[config.mk]
export PLATFORM = sky130hd
export DESIGN_NAME = rect_sprite_sequencer_flat
export DESIGN_NICKNAME = d
export VERILOG_FILES = /design/src/rtl/rect_sprite_sequencer_if.sv /design/src/rtl/rect_sprite_sequencer.sv /design/src/flat_wrapper.sv
export SDC_FILE = /design/constraint.sdc
export NUM_CORES = 1
export LEC_CHECK = 0
export BUFFER_PORTS_ARGS = -buffer_cell sky130_fd_sc_hd__buf_2
export CAP_MARGIN = 20
export CORE_MARGIN = 4
export CORE_UTILIZATION = 60
export DETAILED_ROUTE_END_ITERATION = 10
export GPL_TIMING_DRIVEN = 1
export PLACE_DENSITY = 0.78
export SLEW_MARGIN = 15
export SYNTH_ARGS = -nofsm -noshare
export SYNTH_HDL_FRONTEND = slang
export SYNTH_SLANG_ARGS = --single-unit
[constraint.sdc]
create_clock -name clk -period 11.75 [get_ports clk]
set_clock_uncertainty 0.05 [all_clocks]
set_input_delay 2.35 -clock clk [delete_from_list [all_inputs] [get_ports clk]]
set_output_delay 2.35 -clock clk [all_outputs]
set_load 0.005 [all_outputs]
[src/rtl/rect_sprite_sequencer_if.sv]
// Pixel-write port toward the vga_adapter frame buffer plus the user
// movement/colour controls of the rectangle sprite sequencer.
interface rect_sprite_sequencer_if;
  logic       move_right;
  logic       move_left;
  logic       move_up;
  logic       move_down;
  logic [2:0] fg_colour;
  logic [7:0] x;
  logic [6:0] y;
  logic [2:0] colour;
  logic       plot;
  logic       busy;
  logic       frame_done;

  modport master (
    input  move_right, move_left, move_up, move_down, fg_colour,
    output x, y, colour, plot, busy, frame_done
  );

  modport slave (
    output move_right, move_left, move_up, move_down, fg_colour,
    input  x, y, colour, plot, busy, frame_done
  );
endinterface

[src/rtl/rect_sprite_sequencer.sv]
// Moves a solid rectangle in the frame buffer: on each movement tick the old
// rectangle is erased to the background colour and redrawn, one pixel per clock.
//
// state   | meaning
// --------+---------------------------------------------------------------
// S_IDLE  | no pixel writes; waits for need_draw or a tick that changes pos/colour
// S_ERASE | scans old rectangle (ox,oy) row-major with BG_COLOUR
// S_DRAW  | scans current rectangle (px,py) row-major with colour_l
module rect_sprite_sequencer #(
  parameter int          SCREEN_W  = 160,
  parameter int          SCREEN_H  = 120,
  parameter int          RECT_W    = 26,
  parameter int          RECT_H    = 16,
  parameter int          X_INIT    = 80,
  parameter int          Y_INIT    = 60,
  parameter int          TICK_DIV  = 100000,
  parameter logic [2:0]  BG_COLOUR = 3'b000
) (
  input logic                     clk,
  input logic                     resetn,
  rect_sprite_sequencer_if.master bus
);

  localparam int CNT_W = (TICK_DIV > 1) ? $clog2(TICK_DIV) : 1;
  localparam logic [CNT_W-1:0]  CNT_LAST = CNT_W'(TICK_DIV - 1);
  localparam logic signed [8:0] X_MAX_S  = 9'(SCREEN_W - RECT_W);
  localparam logic signed [8:0] Y_MAX_S  = 9'(SCREEN_H - RECT_H);
  localparam logic [7:0]        LAST_CX  = 8'(RECT_W - 1);
  localparam logic [6:0]        LAST_CY  = 7'(RECT_H - 1);

  localparam logic [1:0] S_IDLE  = 2'd0;
  localparam logic [1:0] S_ERASE = 2'd1;
  localparam logic [1:0] S_DRAW  = 2'd2;

  logic [1:0]       state;
  logic [CNT_W-1:0] tick_cnt;
  logic             tick;
  logic [7:0]       px, ox, cx, base_x, nx;
  logic [6:0]       py, oy, cy, base_y, ny;
  logic [2:0]       colour_l;
  logic             need_draw;
  logic signed [8:0] nx_s, ny_s;

  logic [7:0] x_r;
  logic [6:0] y_r;
  logic [2:0] colour_r;
  logic       plot_r, busy_r, frame_done_r;

  assign bus.x          = x_r;
  assign bus.y          = y_r;
  assign bus.colour     = colour_r;
  assign bus.plot       = plot_r;
  assign bus.busy       = busy_r;
  assign bus.frame_done = frame_done_r;

  assign tick = (tick_cnt == CNT_LAST);

  always_ff @(posedge clk) begin
    if (!resetn)   tick_cnt <= '0;
    else if (tick) tick_cnt <= '0;
    else           tick_cnt <= tick_cnt + CNT_W'(1);
  end

  // Signed 9-bit step so that stepping left/up from 0 goes negative and clamps.
  always_comb begin
    nx_s = $signed({1'b0, px});
    if (bus.move_right && !bus.move_left)      nx_s = nx_s + 9'sd1;
    else if (bus.move_left && !bus.move_right) nx_s = nx_s - 9'sd1;
    ny_s = $signed({2'b00, py});
    if (bus.move_down && !bus.move_up)         ny_s = ny_s + 9'sd1;
    else if (bus.move_up && !bus.move_down)    ny_s = ny_s - 9'sd1;

    if (nx_s < 9'sd0)         nx = 8'd0;
    else if (nx_s > X_MAX_S)  nx = X_MAX_S[7:0];
    else                      nx = nx_s[7:0];
    if (ny_s < 9'sd0)         ny = 7'd0;
    else if (ny_s > Y_MAX_S)  ny = Y_MAX_S[6:0];
    else                      ny = ny_s[6:0];
  end

  assign base_x = (state == S_ERASE) ? ox : px;
  assign base_y = (state == S_ERASE) ? oy : py;

  always_ff @(posedge clk) begin
    if (!resetn) begin
      state        <= S_IDLE;
      px           <= 8'(X_INIT);
      py           <= 7'(Y_INIT);
      ox           <= '0;
      oy           <= '0;
      cx           <= '0;
      cy           <= '0;
      colour_l     <= '0;
      need_draw    <= 1'b1;
      x_r          <= '0;
      y_r          <= '0;
      colour_r     <= '0;
      plot_r       <= 1'b0;
      busy_r       <= 1'b0;
      frame_done_r <= 1'b0;
    end else begin
      frame_done_r <= 1'b0;
      case (state)
        S_IDLE: begin
          plot_r <= 1'b0;
          busy_r <= 1'b0;
          if (need_draw) begin
            need_draw <= 1'b0;
            colour_l  <= bus.fg_colour;
            state     <= S_DRAW;
            cx        <= '0;
            cy        <= '0;
            x_r       <= px;
            y_r       <= py;
            colour_r  <= bus.fg_colour;
            plot_r    <= 1'b1;
            busy_r    <= 1'b1;
          end else if (tick) begin
            colour_l <= bus.fg_colour;
            if (nx != px || ny != py || bus.fg_colour != colour_l) begin
              ox       <= px;
              oy       <= py;
              px       <= nx;
              py       <= ny;
              state    <= S_ERASE;
              cx       <= '0;
              cy       <= '0;
              x_r      <= px;
              y_r      <= py;
              colour_r <= BG_COLOUR;
              plot_r   <= 1'b1;
              busy_r   <= 1'b1;
            end
          end
        end
        S_ERASE, S_DRAW: begin
          if (cx == LAST_CX && cy == LAST_CY) begin
            cx <= '0;
            cy <= '0;
            if (state == S_ERASE) begin
              // Back-to-back into the draw pass: its first pixel goes out now.
              state    <= S_DRAW;
              x_r      <= px;
              y_r      <= py;
              colour_r <= colour_l;
            end else begin
              state        <= S_IDLE;
              plot_r       <= 1'b0;
              busy_r       <= 1'b0;
              frame_done_r <= 1'b1;
            end
          end else if (cx == LAST_CX) begin
            cx  <= '0;
            cy  <= cy + 7'd1;
            x_r <= base_x;
            y_r <= base_y + cy + 7'd1;
          end else begin
            cx  <= cx + 8'd1;
            x_r <= base_x + cx + 8'd1;
          end
        end
        default: state <= S_IDLE;
      endcase
    end
  end

endmodule

[src/flat_wrapper.sv]
// flat-port wrapper written by rule: the top's interface ports become plain ports
module rect_sprite_sequencer_flat 
#(
  parameter int          SCREEN_W  = 160,
  parameter int          SCREEN_H  = 120,
  parameter int          RECT_W    = 26,
  parameter int          RECT_H    = 16,
  parameter int          X_INIT    = 80,
  parameter int          Y_INIT    = 60,
  parameter int          TICK_DIV  = 100000,
  parameter logic [2:0]  BG_COLOUR = 3'b000
)
  (clk, resetn, bus_move_right, bus_move_left, bus_move_up, bus_move_down, bus_fg_colour, bus_x, bus_y, bus_colour, bus_plot, bus_busy, bus_frame_done);
  rect_sprite_sequencer_if bus_i ();
  input logic clk;
  input logic resetn;
  input wire logic [$bits(bus_i.move_right)-1:0] bus_move_right;
  input wire logic [$bits(bus_i.move_left)-1:0] bus_move_left;
  input wire logic [$bits(bus_i.move_up)-1:0] bus_move_up;
  input wire logic [$bits(bus_i.move_down)-1:0] bus_move_down;
  input wire logic [$bits(bus_i.fg_colour)-1:0] bus_fg_colour;
  output wire logic [$bits(bus_i.x)-1:0] bus_x;
  output wire logic [$bits(bus_i.y)-1:0] bus_y;
  output wire logic [$bits(bus_i.colour)-1:0] bus_colour;
  output wire logic [$bits(bus_i.plot)-1:0] bus_plot;
  output wire logic [$bits(bus_i.busy)-1:0] bus_busy;
  output wire logic [$bits(bus_i.frame_done)-1:0] bus_frame_done;
  assign bus_i.move_right = bus_move_right;
  assign bus_i.move_left = bus_move_left;
  assign bus_i.move_up = bus_move_up;
  assign bus_i.move_down = bus_move_down;
  assign bus_i.fg_colour = bus_fg_colour;
  assign bus_x = bus_i.x;
  assign bus_y = bus_i.y;
  assign bus_colour = bus_i.colour;
  assign bus_plot = bus_i.plot;
  assign bus_busy = bus_i.busy;
  assign bus_frame_done = bus_i.frame_done;
  rect_sprite_sequencer #(.SCREEN_W(SCREEN_W), .SCREEN_H(SCREEN_H), .RECT_W(RECT_W), .RECT_H(RECT_H), .X_INIT(X_INIT), .Y_INIT(Y_INIT), .TICK_DIV(TICK_DIV), .BG_COLOUR(BG_COLOUR)) u_core (.clk(clk), .resetn(resetn), .bus(bus_i));
endmodule
Word level (Yosys, flattened, before mapping)
Cells that the tools add are included.
{"block": "word_totals", "mem_count": 0, "mem_bits_ro": 0, "ram_bits": 0, "out_inout_bits": 21, "elab_cells": 130, "latch_bits": 0, "regBits": 88, "in_bits": 9}
{"block": "classes", "n_bitwise": 2, "n_shift": 0, "magnitude_cmp": 4, "multipliers": 0, "n_mux": 57, "add_sub_neg": 11, "n_eq_ne": 15, "div_mod_pow": 0, "reduce_logical": 26}
{"cell": "8-bit two-way mux", "count": 14}
{"cell": "7-bit two-way mux", "count": 14}
{"cell": "9-bit two-way mux", "count": 4}
{"cell": "8-bit one-hot mux with 2 select lines", "count": 2}
{"cell": "7-bit one-hot mux with 2 select lines", "count": 2}
{"cell": "3-bit two-way mux", "count": 7}
{"cell": "9-bit by 1-bit < comparator with 1-bit output, second input constant", "count": 2}
{"cell": "17-bit by 1-bit adder with 17-bit output, second input constant", "count": 1}
{"cell": "17-bit equality test, second input constant", "count": 1}
{"cell": "8-bit by 1-bit adder with 8-bit output, second input constant", "count": 2}
{"cell": "7-bit by 1-bit adder with 7-bit output, second input constant", "count": 2}
{"cell": "3-bit AND reduction", "count": 4}
{"cell": "4-bit AND reduction", "count": 3}
{"cell": "2-bit two-way mux", "count": 5}
{"cell": "5-bit AND reduction", "count": 2}
{"cell": "8-bit by 1-bit adder with 9-bit output, second input constant", "count": 1}
{"cell": "9-bit by 8-bit greater-than comparator with 1-bit output, second input constant", "count": 1}
{"cell": "9-bit greater-than comparator, second input constant", "count": 1}
{"cell": "3-bit by 1-bit inequality test with 1-bit output, second input constant", "count": 3}
{"cell": "8-bit by 1-bit subtractor with 9-bit output, second input constant", "count": 1}
{"cell": "7-bit by 1-bit adder with 8-bit output, second input constant", "count": 1}
{"cell": "8-bit adder", "count": 1}
{"cell": "8-bit by 5-bit equality test with 1-bit output, second input constant", "count": 1}
{"cell": "8-bit inequality test", "count": 1}
{"cell": "22 further kinds", "count": 39}

Depth between registers and ports, before layout
{"block": "depth", "word_depth": 14, "mapped_depth": 18, "depth_no_buf": 16}

Least setup slack after synthesis
No wires, ideal clock.
{"block": "synth_timing", "path_type": "input-to-reg", "start": "input bus_move_down", "end": "register u_core.y_r[2], in the netlist u_core.bus.y[2]", "n_path_buf": 4, "path_slack_ns": 6.362, "arrival_time_ns": 5.196, "setup_time_ns": 0.142, "path_stages": 14, "path_cell_list": "buf_2 -> or4b_4 -> o2bb2ai_1 -> xnor2_1 -> o211ai_1 -> and3_1 -> buf_2 -> a221o_1 -> a221o_2 -> o211a_1 -> buf_6 -> buf_2 -> a31oi_1 -> a311oi_1"}
{"block": "synth_via", "elab_chain_cells": 12, "elab_cells_between_ends": 14, "cone_classes": "order compare: 2; eq/ne: 2; mux: 4; reduce/logical: 6"}
{"item": "start, declared", "line": "flat_wrapper.sv:20", "source": "input wire logic [$bits(bus_i.move_down)-1:0] bus_move_down;"}
{"item": "1-bit logical NOT", "line": "rect_sprite_sequencer.sv:71", "source": "else if (bus.move_up && !bus.move_down) ny_s = ny_s - 9'sd1;"}
{"item": "1-bit logical AND", "line": "rect_sprite_sequencer.sv:71"}
{"item": "9-bit two-way mux", "line": "rect_sprite_sequencer.sv:71"}
{"item": "9-bit two-way mux (*)", "line": "rect_sprite_sequencer.sv:70", "source": "if (bus.move_down && !bus.move_up) ny_s = ny_s + 9'sd1;"}
{"item": "9-bit by 8-bit greater-than comparator with 1-bit output", "line": "rect_sprite_sequencer.sv:77", "source": "else if (ny_s > Y_MAX_S) ny = Y_MAX_S[6:0];"}
{"item": "7-bit two-way mux", "line": "rect_sprite_sequencer.sv:77"}
{"item": "7-bit two-way mux (*)", "line": "rect_sprite_sequencer.sv:76", "source": "if (ny_s < 9'sd0) ny = 7'd0;"}
{"item": "7-bit inequality test (*)", "line": "rect_sprite_sequencer.sv:120", "source": "if (nx != px || ny != py || bus.fg_colour != colour_l) begin"}
{"item": "1-bit logical OR (*) (2 in series)", "line": "rect_sprite_sequencer.sv:120"}
{"item": "3-bit by 1-bit inequality test with 1-bit output (no source line) (*)"}
{"item": "5-bit AND reduction (no source line) (*)"}
{"item": "end signal, assigned", "line": "rect_sprite_sequencer.sv:114", "source": "y_r <= py;"}
{"item": "end signal, assigned", "line": "rect_sprite_sequencer.sv:129", "source": "y_r <= py;"}
{"item": "end signal, assigned", "line": "rect_sprite_sequencer.sv:144", "source": "y_r <= py;"}
{"item": "end, declared", "line": "rect_sprite_sequencer.sv:45", "source": "logic [6:0] y_r;"}
Mark *: on every way between the ends. The rest lies on a longest branch, timed or not.
A chain may end at the register's enable or synchronous reset.

Worst setup path in the final report
{"block": "layout_timing", "start": "input bus_move_left", "end": "register u_core.oy[3]"}
{"block": "layout_via", "elab_chain_cells": 10, "elab_cells_between_ends": 13, "cone_classes": "order compare: 2; eq/ne: 1; mux: 4; reduce/logical: 6"}
{"item": "start, declared", "line": "flat_wrapper.sv:18", "source": "input wire logic [$bits(bus_i.move_left)-1:0] bus_move_left;"}
{"item": "1-bit logical AND or 1-bit logical NOT (tied branches)", "line": "rect_sprite_sequencer.sv:68, rect_sprite_sequencer.sv:67"}
{"item": "9-bit two-way mux or 1-bit logical AND (tied branches)", "line": "rect_sprite_sequencer.sv:68, rect_sprite_sequencer.sv:67"}
{"item": "9-bit two-way mux (*)", "line": "rect_sprite_sequencer.sv:67", "source": "if (bus.move_right && !bus.move_left) nx_s = nx_s + 9'sd1;"}
{"item": "9-bit greater-than comparator", "line": "rect_sprite_sequencer.sv:74", "source": "else if (nx_s > X_MAX_S) nx = X_MAX_S[7:0];"}
{"item": "8-bit two-way mux", "line": "rect_sprite_sequencer.sv:74"}
{"item": "8-bit two-way mux (*)", "line": "rect_sprite_sequencer.sv:73", "source": "if (nx_s < 9'sd0) nx = 8'd0;"}
{"item": "8-bit inequality test (*)", "line": "rect_sprite_sequencer.sv:120"}
{"item": "1-bit logical OR (*) (2 in series)", "line": "rect_sprite_sequencer.sv:120"}
{"item": "4-bit AND reduction (no source line) (*)"}
{"item": "end signal, assigned", "line": "rect_sprite_sequencer.sv:122", "source": "oy <= py;"}
{"item": "end, declared", "line": "rect_sprite_sequencer.sv:39", "source": "logic [6:0] py, oy, cy, base_y, ny;"}
Marked as above.

==> flow_summary.toml <==
[timing]
maxSlewViolCount = 0
hold_viol_final = 0
rsz0062_at_grt = "false"
finalSetupViolations = 0
fmax_mhz = 173
slew_headroom_pct = 36.3
post-route-min-period_ns = 5.79
worstMarginPinSlew_ns = 0.955
fin_crit_sh_pct = 49.3
timing.setup.tns_ns = 0

[grt]
grt_first_pass_wirelength_mm = 25.8
grt_start_max_net_pins = 49
antenna_found_initial = 0
track_usage_pct = 27.3
grt_pass1_vias = 5309
overflow = 0

[floorplan]
die_h_um = 109
io_pins = 30
start_util_pct = 62.1
fp.dieArea_um2 = 11800
fp.dieW_um = 109
coreArea_um2 = 9820
num_rows = 36

[worst_setup_path]
r2r-end = "u_core.oy[3]"
worst_ep_required_time_ns = 11.94
startpoint_type = "input port"
worstReg2RegStart = "u_core.px[1]"
crit_path_start = "bus_move_left"
path_max_fanout = 20
crit_arrival_ns = 5.98
crit_path_end = "u_core.oy[3]"
critPathKind = "input port to flop"
r2r_slack_ns = 7.14
rr_worst_depth = 13
cp-end-kind = "flop"

[route]
vias_per_cell = 6.44
wirelength_mm = 15.5
first_pass_iters = 5
wire_per_inst_um = 17.5
vias = 5688
ant_nets = 0
drc = 0
drt_iter0_markers = 396

[clocking]
cts_tree = "built"
cts.repair.resized = 0
postCtsSetupBuffers = 0
clkTransAtPathRegs_ns = 0.08
clockBufferDepth = 2
cts_root_buf = "clkbuf_8"
cts_buffers = 9
clkLatencyLatePin_ns = 0.38
clock_sinks = 88
h-tree-depth = 3
cts_hold_buf = 0

[yosys]
syn-cell-area_um2 = 6100
synth-edff-count = 0
postSynth.asyncResetShare_pct = 0
ys_dominant_reg_cell = "dfxtp_1"
ys_seq_area_share_pct = 28.9
netlist_instances = 752
synth_top_area_share_pct = 28.9
synth_cell_types = 89
postSynthRegisterBits = 88
yosys_warnings = 0
avgSynthCellArea_um2 = 8.11
yosys.area.top_type = "dfxtp_1"
syn-num-nets = 789
synth_area_leaders = "dfxtp_1 29%, mux2i_1 6.2%, ha_1 5.3%, nor2_1 4.5%, a21oi_1 3.5%"

[job]
max_cap_violations = 0

[finish]
finalNetCount = 782
multi_input_area_um2 = 3970
drive_gt1_share_pct = 10.8
antennaDiodeCount = 0
fin_area_um2 = 6450
n_fill_cell = 824
seq_area_um2 = 1760
synthToLayoutAreaGrowth_pct = 5.72

[place]
placed_area_um2 = 6200
hpwl_mm = 10.9
gp_congestion = 0.915
io_buffers = 29

[outcome]
status = "finished clean"

[power_and_ir_drop]
p_leak_nw = 2.50
peakVddDrop_v = 0.0000625
p_per_area_nw_per_um2 = 112

[min_path]
hold_path_class = "flop to flop"
holdCritStartpoint = "u_core.bus.y[6]"
[per-stage QoR]
step           hold slack [ns]  setup slack, ns  util (%)  power (W)  std cells
6_report                 0.415             5.96      65.7   0.000719        883
5_1_grt                  0.438             5.71      65.7   0.000750        883
4_1_cts                  0.417             6.01      65.6   0.000718        882
3_5_place_dp             0.406             5.63      63.1   0.000464        866
3_3_place_gp             0.391             5.77      63.1   0.000460        866
2_1_floorplan            0.376             6.36         -   0.000428        752
[synthesized netlist by cell type (all sizes together), types with 5 or more instances]
| master | number |
|---|---|
| or3 | 11 |
| or4 | 6 |
| o22ai | 6 |
| xnor2 | 18 |
| and3 | 13 |
| nand3 | 31 |
| clkbuf | 29 |
| a31oi | 9 |
| a311oi | 8 |
| nand2b | 7 |
| xor2 | 12 |
| nand4 | 6 |
| nand3b | 7 |
| ha | 26 |
| nor4 | 6 |
| a21oi | 43 |
| nor3 | 16 |
| nand2 | 51 |
| inv | 28 |
| and2 | 9 |
| mux2i | 39 |
| nand4b | 5 |
| o21ai | 51 |
| dfxtp | 88 |
| and4 | 5 |
| buf | 25 |
| mux2 | 10 |
| nor2 | 73 |
| o311ai | 6 |
| o211ai | 18 |
| nor2b | 11 |
| a211o | 5 |
| or4b | 5 |
[routing by layer]
metal  wire (um)  vias to the layer above  GRT usage, %
li1            -                     2749             -
met5           0                        -             0
met4         460                        0          11.8
met2        7310                      201          45.4
met3         853                       37          4.68
met1        6850                     2701          35.0
[power by group]
group	internal, W	switching [W]
Clock	0.000147	0.000113
Combinational	0.0000506	0.0000862
Sequential	0.000313	0.00000970
Total	0.000511	0.000208
[sequential cells by signal, indices dropped and copies added (netlist names), 8 cells and up]
signal / flops
u_core.tick_cnt: 17
u_core.bus.x: 8
u_core.cx: 8
u_core.ox: 8
u_core.px: 8
[how the worst min path moves through the flow]
stage                         endpoint  slack [ns]  depth (start not counted)
CTS                    u_core.bus.y[6]        0.42                          2
global placement    u_core.tick_cnt[0]        0.39                          1
detailed placement     u_core.bus.y[6]        0.41                          2
finish                 u_core.bus.y[6]        0.42                          2
global route           u_core.bus.y[6]        0.44                          2
floorplan           u_core.tick_cnt[0]        0.38                          1
[layout by cell type, fill, tap and decap left out, types with 7 or more instances in the layout]
cell / netlist / routed
xor2_1: 12 / 12
xnor2_1: 18 / 18
buf_2: 16 / 29
a21oi_1: 43 / 43
mux2_2: 9 / 9
nor3_1: 15 / 15
clkbuf_8: 0 / 10
nor2_1: 73 / 73
and3_1: 13 / 13
inv_1: 28 / 28
mux2i_1: 38 / 38
a311oi_1: 8 / 8
nand3b_1: 7 / 7
or3_1: 10 / 10
dfxtp_1: 88 / 88
and2_1: 9 / 9
nand2b_1: 7 / 7
buf_4: 4 / 7
o211ai_1: 16 / 16
o21ai_0: 42 / 42
ha_1: 26 / 26
a31oi_1: 9 / 9
nor2b_1: 11 / 11
o21ai_1: 8 / 8
nand2_1: 50 / 50
nand3_1: 30 / 30
[kinds of logic after synthesis]
logic type / Yosys count / share of synthesized area, %
AO/OA/AOI/OAI: 196 / 21.9
XOR/XNOR: 30 / 4.31
adder cells (fa/ha/maj): 28 / 5.99
buffers and inverters: 83 / 6.05
flip-flops: 88 / 28.9
multiplexers: 49 / 8.30
AND/OR/NAND/NOR: 278 / 24.6
[worst max-delay path, stage by stage]
cell      delay, ns
buf_2          0.15
nand4b_1       0.30
o22ai_1        0.33
xnor2_1        0.17
o221ai_1       0.26
and4b_1        0.26
or4b_1         0.53
or3_4          0.44
o211ai_4       0.51
buf_4          0.38
mux2i_1        0.23
nor2_1         0.06
[layout make-up]
cell class                 count  share of cell area (%)
tap                          133                    2.58
multi-input combinational    581                    61.6
clock inverter                 5                    1.61
timing repair buffer          36                    3.06
sequential                    88                    27.3
clock buffer                  11                    2.19
inverter                      29                    1.69
(Power assumes the default switching activity.)
